===== src/rtl/lbdr_dr_pkt.sv =====
// lbdr_dr_pkt - per-input-port LBDR routing unit for a 2D mesh NoC.
//   Minimal LBDR routing with a one-hop deroute fallback, plus packet state:
//   the route is computed on HEADER, held through BODY (and bubbles) and
//   released on the edge after TAIL.
// Ports:
//   clk, rst                    clock, synchronous active-high reset
//   cfg_Rxy[7:0]                {Rsw,Rse,Rws,Rwn,Res,Ren,Rnw,Rne}, captured in reset
//   cfg_Cx[3:0]                 {Cs,Cw,Ce,Cn}, captured in reset
//   cfg_dr[7:0]                 deroute port per primary dir {S,W,E,N}, 0=N 1=E 2=W 3=S
//   cfg_cur_addr[2*CW-1:0]      this router's address {y,x}, captured in reset
//   empty, flit_id, dst_addr    FIFO head
//   Nport..Lport                registered one-hot request
//   derouted                    current packet holds a deroute port
//   route_err                   one-cycle pulse for an unroutable header
//
// state    | meaning
// S_IDLE   | no packet owns a route; only a HEADER is acted on
// S_ACTIVE | route held for the current packet until TAIL or a new HEADER
module lbdr_dr_pkt #(
  parameter int          CW      = 2,
  parameter logic [2:0]  HDR_ID  = 3'b001,
  parameter logic [2:0]  BODY_ID = 3'b010,
  parameter logic [2:0]  TAIL_ID = 3'b100
) (
  input  logic            clk,
  input  logic            rst,
  input  logic [7:0]      cfg_Rxy,
  input  logic [3:0]      cfg_Cx,
  input  logic [7:0]      cfg_dr,
  input  logic [2*CW-1:0] cfg_cur_addr,
  input  logic            empty,
  input  logic [2:0]      flit_id,
  input  logic [2*CW-1:0] dst_addr,
  output logic            Nport,
  output logic            Eport,
  output logic            Wport,
  output logic            Sport,
  output logic            Lport,
  output logic            derouted,
  output logic            route_err
);

  typedef enum logic {S_IDLE, S_ACTIVE} state_t;

  state_t          r_state, w_nxt_state;
  logic [7:0]      r_rxy;
  logic [3:0]      r_cx;
  logic [7:0]      r_dr;
  logic [2*CW-1:0] r_cur;
  // Port vectors are indexed by the deroute code: 0=N 1=E 2=W 3=S, 4=L
  logic [4:0]      r_port, w_nxt_port;
  logic            r_derouted, w_nxt_der;
  logic            r_route_err, w_nxt_err;

  logic [CW-1:0]   w_xd, w_yd, w_xc, w_yc;
  logic            w_n1, w_s1, w_e1, w_w1, w_local;
  logic [3:0]      w_min;
  logic [1:0]      w_alt;
  logic [4:0]      w_req;
  logic            w_ok, w_is_dr;
  logic            w_hdr, w_tail, w_body, w_single;

  assign w_xd = dst_addr[CW-1:0];
  assign w_yd = dst_addr[2*CW-1:CW];
  assign w_xc = r_cur[CW-1:0];
  assign w_yc = r_cur[2*CW-1:CW];

  assign w_n1 = w_yd < w_yc;
  assign w_s1 = w_yd > w_yc;
  assign w_e1 = w_xd > w_xc;
  assign w_w1 = w_xd < w_xc;
  assign w_local = ~w_n1 & ~w_s1 & ~w_e1 & ~w_w1;

  // r_rxy: [0]Rne [1]Rnw [2]Ren [3]Res [4]Rwn [5]Rws [6]Rse [7]Rsw
  assign w_min[0] = ((w_n1 & ~w_e1 & ~w_w1) | (w_n1 & w_e1 & r_rxy[0]) | (w_n1 & w_w1 & r_rxy[1])) & r_cx[0];
  assign w_min[1] = ((w_e1 & ~w_n1 & ~w_s1) | (w_e1 & w_n1 & r_rxy[2]) | (w_e1 & w_s1 & r_rxy[3])) & r_cx[1];
  assign w_min[2] = ((w_w1 & ~w_n1 & ~w_s1) | (w_w1 & w_n1 & r_rxy[4]) | (w_w1 & w_s1 & r_rxy[5])) & r_cx[2];
  assign w_min[3] = ((w_s1 & ~w_e1 & ~w_w1) | (w_s1 & w_e1 & r_rxy[6]) | (w_s1 & w_w1 & r_rxy[7])) & r_cx[3];

  // Primary direction for deroute: N, then S, then E, then W.
  always_comb begin
    if (w_n1)      w_alt = r_dr[1:0];
    else if (w_s1) w_alt = r_dr[7:6];
    else if (w_e1) w_alt = r_dr[3:2];
    else           w_alt = r_dr[5:4];
  end

  always_comb begin
    w_req   = 5'b0;
    w_ok    = 1'b1;
    w_is_dr = 1'b0;
    if (w_local) begin
      w_req[4] = 1'b1;
    end else if (w_min != 4'b0) begin
      // Only one request is issued even if LBDR allows two: N > S > E > W
      if (w_min[0])      w_req[0] = 1'b1;
      else if (w_min[3]) w_req[3] = 1'b1;
      else if (w_min[1]) w_req[1] = 1'b1;
      else               w_req[2] = 1'b1;
    end else if (r_cx[w_alt]) begin
      w_req[w_alt] = 1'b1;
      w_is_dr      = 1'b1;
    end else begin
      w_ok = 1'b0;
    end
  end

  // flit_id is matched per bit so a HEADER|TAIL single-flit packet is both
  assign w_hdr    = ~empty & |(flit_id & HDR_ID);
  assign w_tail   = ~empty & |(flit_id & TAIL_ID);
  assign w_body   = ~empty & |(flit_id & BODY_ID);
  assign w_single = w_hdr & w_tail;

  always_comb begin
    w_nxt_state = r_state;
    w_nxt_port  = r_port;
    w_nxt_der   = r_derouted;
    w_nxt_err   = 1'b0;
    case (r_state)
      S_IDLE: begin
        w_nxt_port = 5'b0;
        w_nxt_der  = 1'b0;
      end
      S_ACTIVE: begin
        if (w_tail) begin
          w_nxt_port  = 5'b0;
          w_nxt_der   = 1'b0;
          w_nxt_state = S_IDLE;
        end else if (w_body) begin
          w_nxt_port = r_port;
          w_nxt_der  = r_derouted;
        end
      end
      default: w_nxt_state = S_IDLE;
    endcase
    // A HEADER always starts a fresh route, also when a TAIL went missing
    if (w_hdr) begin
      w_nxt_port  = 5'b0;
      w_nxt_der   = 1'b0;
      w_nxt_state = S_IDLE;
      if (w_ok) begin
        w_nxt_port = w_req;
        // Single-flit packets are released next cycle from IDLE, so they
        // never report a held deroute
        if (!w_single) begin
          w_nxt_state = S_ACTIVE;
          w_nxt_der   = w_is_dr;
        end
      end else begin
        w_nxt_err = 1'b1;
      end
    end
  end

  always_ff @(posedge clk) begin
    if (rst) begin
      r_rxy       <= cfg_Rxy;
      r_cx        <= cfg_Cx;
      r_dr        <= cfg_dr;
      r_cur       <= cfg_cur_addr;
      r_state     <= S_IDLE;
      r_port      <= 5'b0;
      r_derouted  <= 1'b0;
      r_route_err <= 1'b0;
    end else begin
      r_state     <= w_nxt_state;
      r_port      <= w_nxt_port;
      r_derouted  <= w_nxt_der;
      r_route_err <= w_nxt_err;
    end
  end

  assign Nport     = r_port[0];
  assign Eport     = r_port[1];
  assign Wport     = r_port[2];
  assign Sport     = r_port[3];
  assign Lport     = r_port[4];
  assign derouted  = r_derouted;
  assign route_err = r_route_err;

endmodule

===== config.mk =====
export PLATFORM = sky130hd
export DESIGN_NAME = lbdr_dr_pkt
export DESIGN_NICKNAME = d
export VERILOG_FILES = /design/src/rtl/lbdr_dr_pkt.sv
export SDC_FILE = /design/constraint.sdc
export NUM_CORES = 1
export LEC_CHECK = 0
export CAP_MARGIN = 5
export CORE_MARGIN = 1
export CORE_UTILIZATION = 48
export CTS_CLUSTER_DIAMETER = 40
export DETAILED_ROUTE_END_ITERATION = 7
export MAX_ROUTING_LAYER = met4
export PLACE_DENSITY_LB_ADDON = 0.12
export SYNTH_ARGS = -nofsm -noshare
export SYNTH_HDL_FRONTEND = slang
export SYNTH_SLANG_ARGS = --single-unit

===== constraint.sdc =====
create_clock -name clk -period 3.1 [get_ports clk]
set_clock_uncertainty 0.15 [all_clocks]
set_input_delay 0.62 -clock clk [delete_from_list [all_inputs] [get_ports clk]]
set_output_delay 0.62 -clock clk [all_outputs]
set_load 0.05 [all_outputs]

# Word-level counts from Yosys, hierarchy flattened
# Cells that the tools add are included.
dict set report word_totals {
  memories 0
  latchBits 0
  ramBits 0
  romBits 0
  in_bits 34
  ff_bits 32
}
dict set report classes {
  n_shift 0
  n_mux 37
  n_lt_le_gt_ge 7
  div_mod_pow 0
  n_reduce_logical 3
  n_eq_ne 1
  bitwise 45
  add_sub_neg 0
  n_mul 0
}
# cell count
set op_table {}
lappend op_table {{$and A1 B1 Y1} 30}
lappend op_table {{$mux W1} 22}
lappend op_table {{$mux W5} 3}
lappend op_table {{$mux W4} 3}
lappend op_table {{$pmux W5 S2} 1}
lappend op_table {{$mux W2} 4}
lappend op_table {{$or A1 B1 Y1} 8}
lappend op_table {{$not A1 Y1} 7}
lappend op_table {{$gt A2 B2 Y1} 2}
lappend op_table {{$lt A2 B2 Y1} 2}
lappend op_table {{$lt A2 B4 Y1 const B} 1}
lappend op_table {{$reduce_bool A4 Y1} 1}
lappend op_table {{$lt A2 B3 Y1 const B} 1}
lappend op_table {{$mux W3} 1}
lappend op_table {{$ne A3 B1 Y1 const B} 1}
lappend op_table {{$bmux W1 S2} 1}
lappend op_table {{$demux W1 S2} 1}
lappend op_table {{$ge A2 B1 Y1 const B} 1}
lappend op_table {{$pmux W1 S2} 1}
lappend op_table {{$reduce_or A2 Y1} 1}
lappend op_table {{$logic_and A1 B1 Y1} 1}

# Depth between registers and ports, before layout
# Gate-level depths: netlist (run 1).
dict set report depth {
  word_depth 14
  ltp_mapped 9
  ltp_nobuf 8
}

# Least setup slack after synthesis (run 1)
# No wires, ideal clock.
dict set report synth_timing {
  path_type {input-to-reg}
  start {input dst_addr[3]}
  end {register r_port[2]}
  required_ps 2833
  n_path_buf 1
  setup_ps 117
  path_slack_ps 560
  path_stages 8
  t_arrival_ps 2272
  cell_sequence {ha_1 -> and2b_1 -> buf_6 -> o21ai_4 -> a211oi_1 -> nor4_4 -> a311oi_2 -> a32o_1}
}
dict set report synth_via {
  elab_chain_len 14
}
# item line
set synth_lines {}
lappend synth_lines {{start, declared} 33} ;# input logic [2*CW-1:0] dst_addr,
lappend synth_lines {{parallel branches: the longest is 12 deep, another holds $lt A2 B4 Y1} n/a}
lappend synth_lines {{$mux W5 (*)} 141} ;# if (w_ok) begin
lappend synth_lines {{$mux W5 (*)} 137} ;# if (w_hdr) begin
lappend synth_lines {{end signal, assigned} 167} ;# r_port <= w_nxt_port;
lappend synth_lines {{end, declared} 51} ;# logic [4:0] r_port, w_nxt_port;
# Every way passes the cells marked *. The select of a mux whose other input is x is not followed.
# A chain may end at the register's enable or synchronous reset.

# Worst setup path in the final report (run 1)
# Ends and elaborated chain as after synthesis.

==> metrics, run 1 <==
placer congestion estimate 0.868; Reg clk slew, reported paths 0.09 ns; most used routing layer met2; met2 Use GR 0.321; Sink Count 32; TritonRoute pass-1 iters 4; Worst Path Required 3.23 ns; Critical-path top delay cell a2111o_1; dpl hpwl 2420 um; Worst Path Arrival 2.92 ns; TritonCTS Buffers 5; global-route usage over all layers 0.206; Post-CTS Hold Buffers 0; post-synthesis cell count 131; nets@finish 220; crit path kind input pin to flip-flop; # fillers 230; Period Utilization, post-route 0.899; Starting Density 0.516; IO Pins 41; total placed instance area 0.00209 sq mm; CP Cell Sequence clkdlybuf4s50_1 > ha_1 > and2b_1 > nor3_1 > a2111o_1 > and2_4 > a311oi_2 > a32o_1; Die H 60.0 um; core footprint 0.00313 sq mm; Syn-to-layout area delta 34.2%; largest net degree at the start of global routing 23; Critical Path Max Stage Delay 0.45 ns; CTS Buffer Depth 2; CTS tree built; Synth Cell Area 0.00161 sq mm; cell taking the most area after synthesis edfxtp_1; Top FF cell, synth edfxtp_1; wire length per cell 13.4 um; die width 60.0 um; global-route wire length before repair 5090 um; grt met1 use 0.240; Mapped Nets 169; Hold WC Path Type flip-flop to flip-flop; setup violators final 0; Post-synth ARST share 0; startpoint types input pin; CP bufs+invs 1; Synth cell types 48; vias per cell 5.43; CTS root buf clkbuf_4; share of cells above drive strength 1 0.158; Max Freq 359 MHz; # DRC 0; Slew Limit Headroom 0.463; max cap viols 0; Antenna Violating Nets Remaining 0; via count 1233; RSZ-0062 raised after global routing false; htree depth 2; met3 Use GR 0.0606; delay-heaviest family, CP compound AO/OA/AOI/OAI gates; Synth Warn # 0; n_diodes 0; status finished clean; Fin Setup TNS 0 ns; Crit. End Element flip-flop; most frequent cells in the layout 39 x clkdlybuf4s50_1, 24 x edfxtp_1, 9 x nor2_1; Finished Cell Area 0.00216 sq mm; Leak 0.819 nW; commonest non-fill, non-tap cell in the layout clkdlybuf4s50_1; number of synthesized register bits 32; global route total overflow 0; Port Buffer Count 39; vias in the first global route 1184; Least-Margin Pin Slew 0.804 ns; Synth area leaders edfxtp_1 45%, dfxtp_1 9.9%, ha_1 3.1%; pwr dens 490 mW/mm^2; fin crit period 2.79 ns; sequential share of the synthesized area 0.546; Post-synth EDFFs 24; # Post-CTS Setup Buffers 0; initial antenna violation count 0; final slew viol count 0; Final Util 0.692; Peak supply drop 0.317 mV; initial drt markers 52; Rows 20; Synth top area share 0.447; die footprint 0.00360 sq mm; clk_lat worst skew 0.33 ns; Worst Path Max Fanout 8; Final Hold Fails 0; wirelength, routed 3050 um; Resize count post-CTS 0; Mean Syn Cell Area 12.3 sq um
-- flip-flops by register name, indices dropped and copies added, names as in the netlist --
signal / count
r_dr: 8
route_err: 1
derouted: 1
r_state: 1
r_rxy: 8
r_port: 5
r_cx: 4
r_cur: 4
-- per-stage QoR --
stage               worst slack [ns]  hold slack, ns  total power, mW  instances
floorplan                      0.560           0.434            0.668        131
CTS                            0.354           0.322             1.08        227
global placement           0.0000742           0.285            0.761        219
finish                         0.312           0.313             1.06        227
global route                   0.194           0.342             1.12        227
detailed placement          -0.00896           0.299            0.764        219
-- logic make-up (layout without fill, tap and decap cells) --
kind of cell,count (synthesis),in the layout,synth area share
buffers and inverters,11,63,0.0349
multiplexers,1,1,0.00621
AO/OA/AOI/OAI,38,38,0.208
flip-flops,32,32,0.546
AND/OR/NAND/NOR,45,45,0.174
adder cells (fa/ha/maj),4,4,0.0310
-- per-layer routing --
metal | vias up | share of wire
met1 | 560 | 0.44
met2 | 48 | 0.47
met5 | - | 0
met3 | 8 | 0.066
met4 | 0 | 0.019
li1 | 617 | -
-- final timing paths --
check | slack, ns | endpoint | depth (start not counted) | startpoint
max | 0.31 | r_port[2]$_SDFFE_PP0P_ | 8 | dst_addr[3]
min | 0.31 | derouted$_SDFFE_PP0P_ | 2 | derouted$_SDFFE_PP0P_
max reg2reg | 0.64 | r_port[2]$_SDFFE_PP0P_ | 8 | r_cur[3]$_DFFE_PP_
min reg2reg | 0.31 | derouted$_SDFFE_PP0P_ | 2 | derouted$_SDFFE_PP0P_
-- synth_stat cells, drive strengths merged (3+ instances only) --
cell type,n
edfxtp,24
inv,9
nor2,9
dfxtp,8
nand2,8
and2,6
o21ai,6
or3,5
ha,4
a21oi,3
a31o,3
nand3,3
nor3,3
o2111ai,3
o211ai,3
o31ai,3
-- cell type report --
class	instances	area, sq um	share of cell area
Inverter	9	33.8	0.0156
Sequential cell	32	881	0.407
Timing Repair Buffer	46	443	0.205
Clock buffer	6	41.3	0.0191
Clock inverter	2	35.0	0.0162
Multi-Input combinational cell	88	676	0.312
Tap cell	44	55.1	0.0254
-- worst register-to-register path: cells and delay by family (launching register included) --
kind,cells,cell delay (ns)
AND/OR/NAND/NOR,3,0.59
flip-flops,1,0.34
buffers and inverters,1,0.04
adder cells (fa/ha/maj),1,0.32
AO/OA/AOI/OAI,3,0.97
-- where the power goes --
group	leakage [nW]	switching [mW]	internal, mW
clock	0.0422	0.137	0.169
combinational	0.477	0.126	0.124
sequential	0.300	0.0131	0.492
total	0.819	0.276	0.785
Note: power is estimated with default switching activity, not from simulation.
==> run 2: changes to the inputs <==
--- a/config.mk
+++ b/config.mk
@@ -10,6 +10,7 @@
 export CORE_UTILIZATION = 48
 export CTS_CLUSTER_DIAMETER = 40
 export DETAILED_ROUTE_END_ITERATION = 7
+export GPL_ROUTABILITY_DRIVEN = 0
 export MAX_ROUTING_LAYER = met4
 export PLACE_DENSITY_LB_ADDON = 0.12
 export SYNTH_ARGS = -nofsm -noshare
==> metrics, run 2 (synthesis results as in run 1) <==
status finished clean; # fillers 245 (+6.5%); Worst Path Arrival 2.95 ns (+0.03 ns); startpoint types input pin; vias per cell 5.61 (+3.3%); n_diodes 0 (unchanged); global-route wire length before repair 5480 um (+7.6%); core footprint 0.00313 sq mm (unchanged); Leak 0.806 nW (-1.6%); Post-CTS Hold Buffers 0 (unchanged); Die H 60.0 um (unchanged); Peak supply drop 0.347 mV (+9.6%); htree depth 2 (unchanged); switch share 0.282 (+0.0226); TritonCTS Buffers 5 (unchanged); largest net degree at the start of global routing 24 (+4.3%); CP bufs+invs 2 (+1); CTS root buf clkbuf_4; sequential share of power 0.504 (+0.028); Fin Setup TNS 0 ns (unchanged); fin crit period 2.83 ns (+0.0387 ns); Syn-to-layout area delta 32.4%; TritonRoute pass-1 iters 4 (unchanged); dpl hpwl 2530 um (+4.6%); Comb power frac 0.249 (+0.013); Starting Density 0.516 (unchanged); die footprint 0.00360 sq mm (unchanged); Period Utilization, post-route 0.912 (+0.0125); share of cells above drive strength 1 0.155 (-0.00377); Sink Count 32 (unchanged); via count 1262 (+2.4%); nets@finish 218 (-0.91%); CP Cell Sequence clkdlybuf4s50_1 > ha_1 > and2b_1 > o21ai_4 > a211oi_1 > nor4_4 > buf_4 > or3_1 > nand4b_1; Worst Path Required 3.23 ns (about the same); Hold WC Path Type flip-flop to flip-flop; pwr dens 471 mW/mm^2 (-4.0%); Worst Path Max Fanout 8 (unchanged); Critical Path Max Stage Delay 0.41 ns (-0.04 ns); Layout Cells excl Fill 225 (-0.88%); initial antenna violation count 0 (unchanged); final slew viol count 0 (unchanged); delay-heaviest family, CP simple AND/OR/NAND/NOR gates; Critical-path top delay cell clkdlybuf4s50_1; Rows 20 (unchanged); post-route worst setup slack 0.273 ns (-0.0387 ns); Crit. End Element flip-flop; Final Hold Fails 0 (unchanged); wirelength, routed 3270 um (+7.1%); RSZ-0062 raised after global routing false; die width 60.0 um (unchanged); internal power 721 uW (-8.2%); Finished Cell Area 0.00213 sq mm (-1.4%); most frequent cells in the layout 39 x clkdlybuf4s50_1, 24 x edfxtp_1, 9 x nor2_1; wire length per cell 14.5 um (+8.0%); IO Pins 41 (unchanged); commonest non-fill, non-tap cell in the layout clkdlybuf4s50_1; Max Freq 354 MHz (-1.4%); Net Switching 284 uW (+2.9%); vias in the first global route 1247 (+5.3%); Port Buffer Count 39 (unchanged); Reg clk slew, reported paths 0.09 ns (about the same); top flop regs r_dr: 8 flops, r_rxy: 8 flops, r_port: 5 flops; Slew Limit Headroom 0.497 (+0.0339); initial drt markers 49 (-5.8%); global route total overflow 0 (unchanged); # Post-CTS Setup Buffers 0 (unchanged); CTS Buffer Depth 2 (unchanged); Antenna Violating Nets Remaining 0 (unchanged); Least-Margin Pin Slew 0.753 ns (-0.0508 ns); setup violators final 0 (unchanged); global-route usage over all layers 0.217 (+0.0102); CTS tree built; total placed instance area 0.00207 sq mm (-0.72%); Clk pwr share 0.248 (-0.040); worst slack at placement -0.0556 ns (-0.0466 ns); # DRC 0 (unchanged); crit path kind input pin to flip-flop; Resize count post-CTS 0 (unchanged); cell total after placement 217 (-0.91%); clk_lat worst skew 0.34 ns (about the same); max cap viols 0 (unchanged); Final Util 0.682 (-0.00960)
==> run 2: cell count changes in the layout (fill, tap and decap cells not counted), sizes merged <==
| cell | change |
|---|---|
| clkinv | +1 |
| bufinv | -1 |
| buf | -2 |
==> run 2: path summary, 6_finish.rpt <==
path / startpoint / endpoint / slack, ns / cells past startpoint
min reg2reg: r_port[4]$_SDFFE_PP0P_ / r_port[4]$_SDFFE_PP0P_ / 0.31 / 2
min: r_port[4]$_SDFFE_PP0P_ / r_port[4]$_SDFFE_PP0P_ / 0.31 / 2
max reg2reg: r_cur[3]$_DFFE_PP_ / r_state$_SDFF_PP0_ / 0.60 / 9
max: dst_addr[3] / r_state$_SDFF_PP0_ / 0.27 / 9
==> run 2: layout make-up <==
class,count,area [sq um],share of cell area
timing repair buffer,44,428,0.200
clock inverter,2,10.0,0.00469
tap,44,55.1,0.0258
sequential,32,881,0.413
inverter,9,33.8,0.0158
multi-input combinational,88,676,0.317
clock buffer,6,51.3,0.0240
==> run 2: per-layer routing <==
| layer | GRT usage | wire (um) | vias up |
|---|---|---|---|
| met4 | 0.0698 | 46 | 0 |
| met1 | 0.252 | 1360 | 589 |
| met5 | - | 0 | - |
| met3 | 0.0714 | 184 | 8 |
| met2 | 0.352 | 1670 | 52 |
| li1 | - | - | 613 |
==> run 2: worst register-to-register path, delay by kind of cell, from the launching register on <==
kind	cells	cell delay, ns
adder cells (fa/ha/maj)	1	0.32
flip-flops	1	0.34
AND/OR/NAND/NOR	4	0.91
buffers and inverters	2	0.21
AO/OA/AOI/OAI	2	0.51
==> run 2: stage by stage <==
step / power (mW) / hold slack [ns]
2_1_floorplan: 0.668 / 0.434
3_3_place_gp: 0.752 / 0.290
3_5_place_dp: 0.762 / 0.294
4_1_cts: 1.01 / 0.317
5_1_grt: 1.06 / 0.344
6_report: 1.00 / 0.309
==> run 2: power by group through the flow <==
stage	sequential (mW)	clock [mW]	combinational, mW
after global placement	0.514	0	0.238
final	0.506	0.249	0.250
after CTS	0.506	0.260	0.248
after floorplan	0.521	0	0.147
after global routing	0.509	0.278	0.271
after detailed placement	0.516	0	0.247
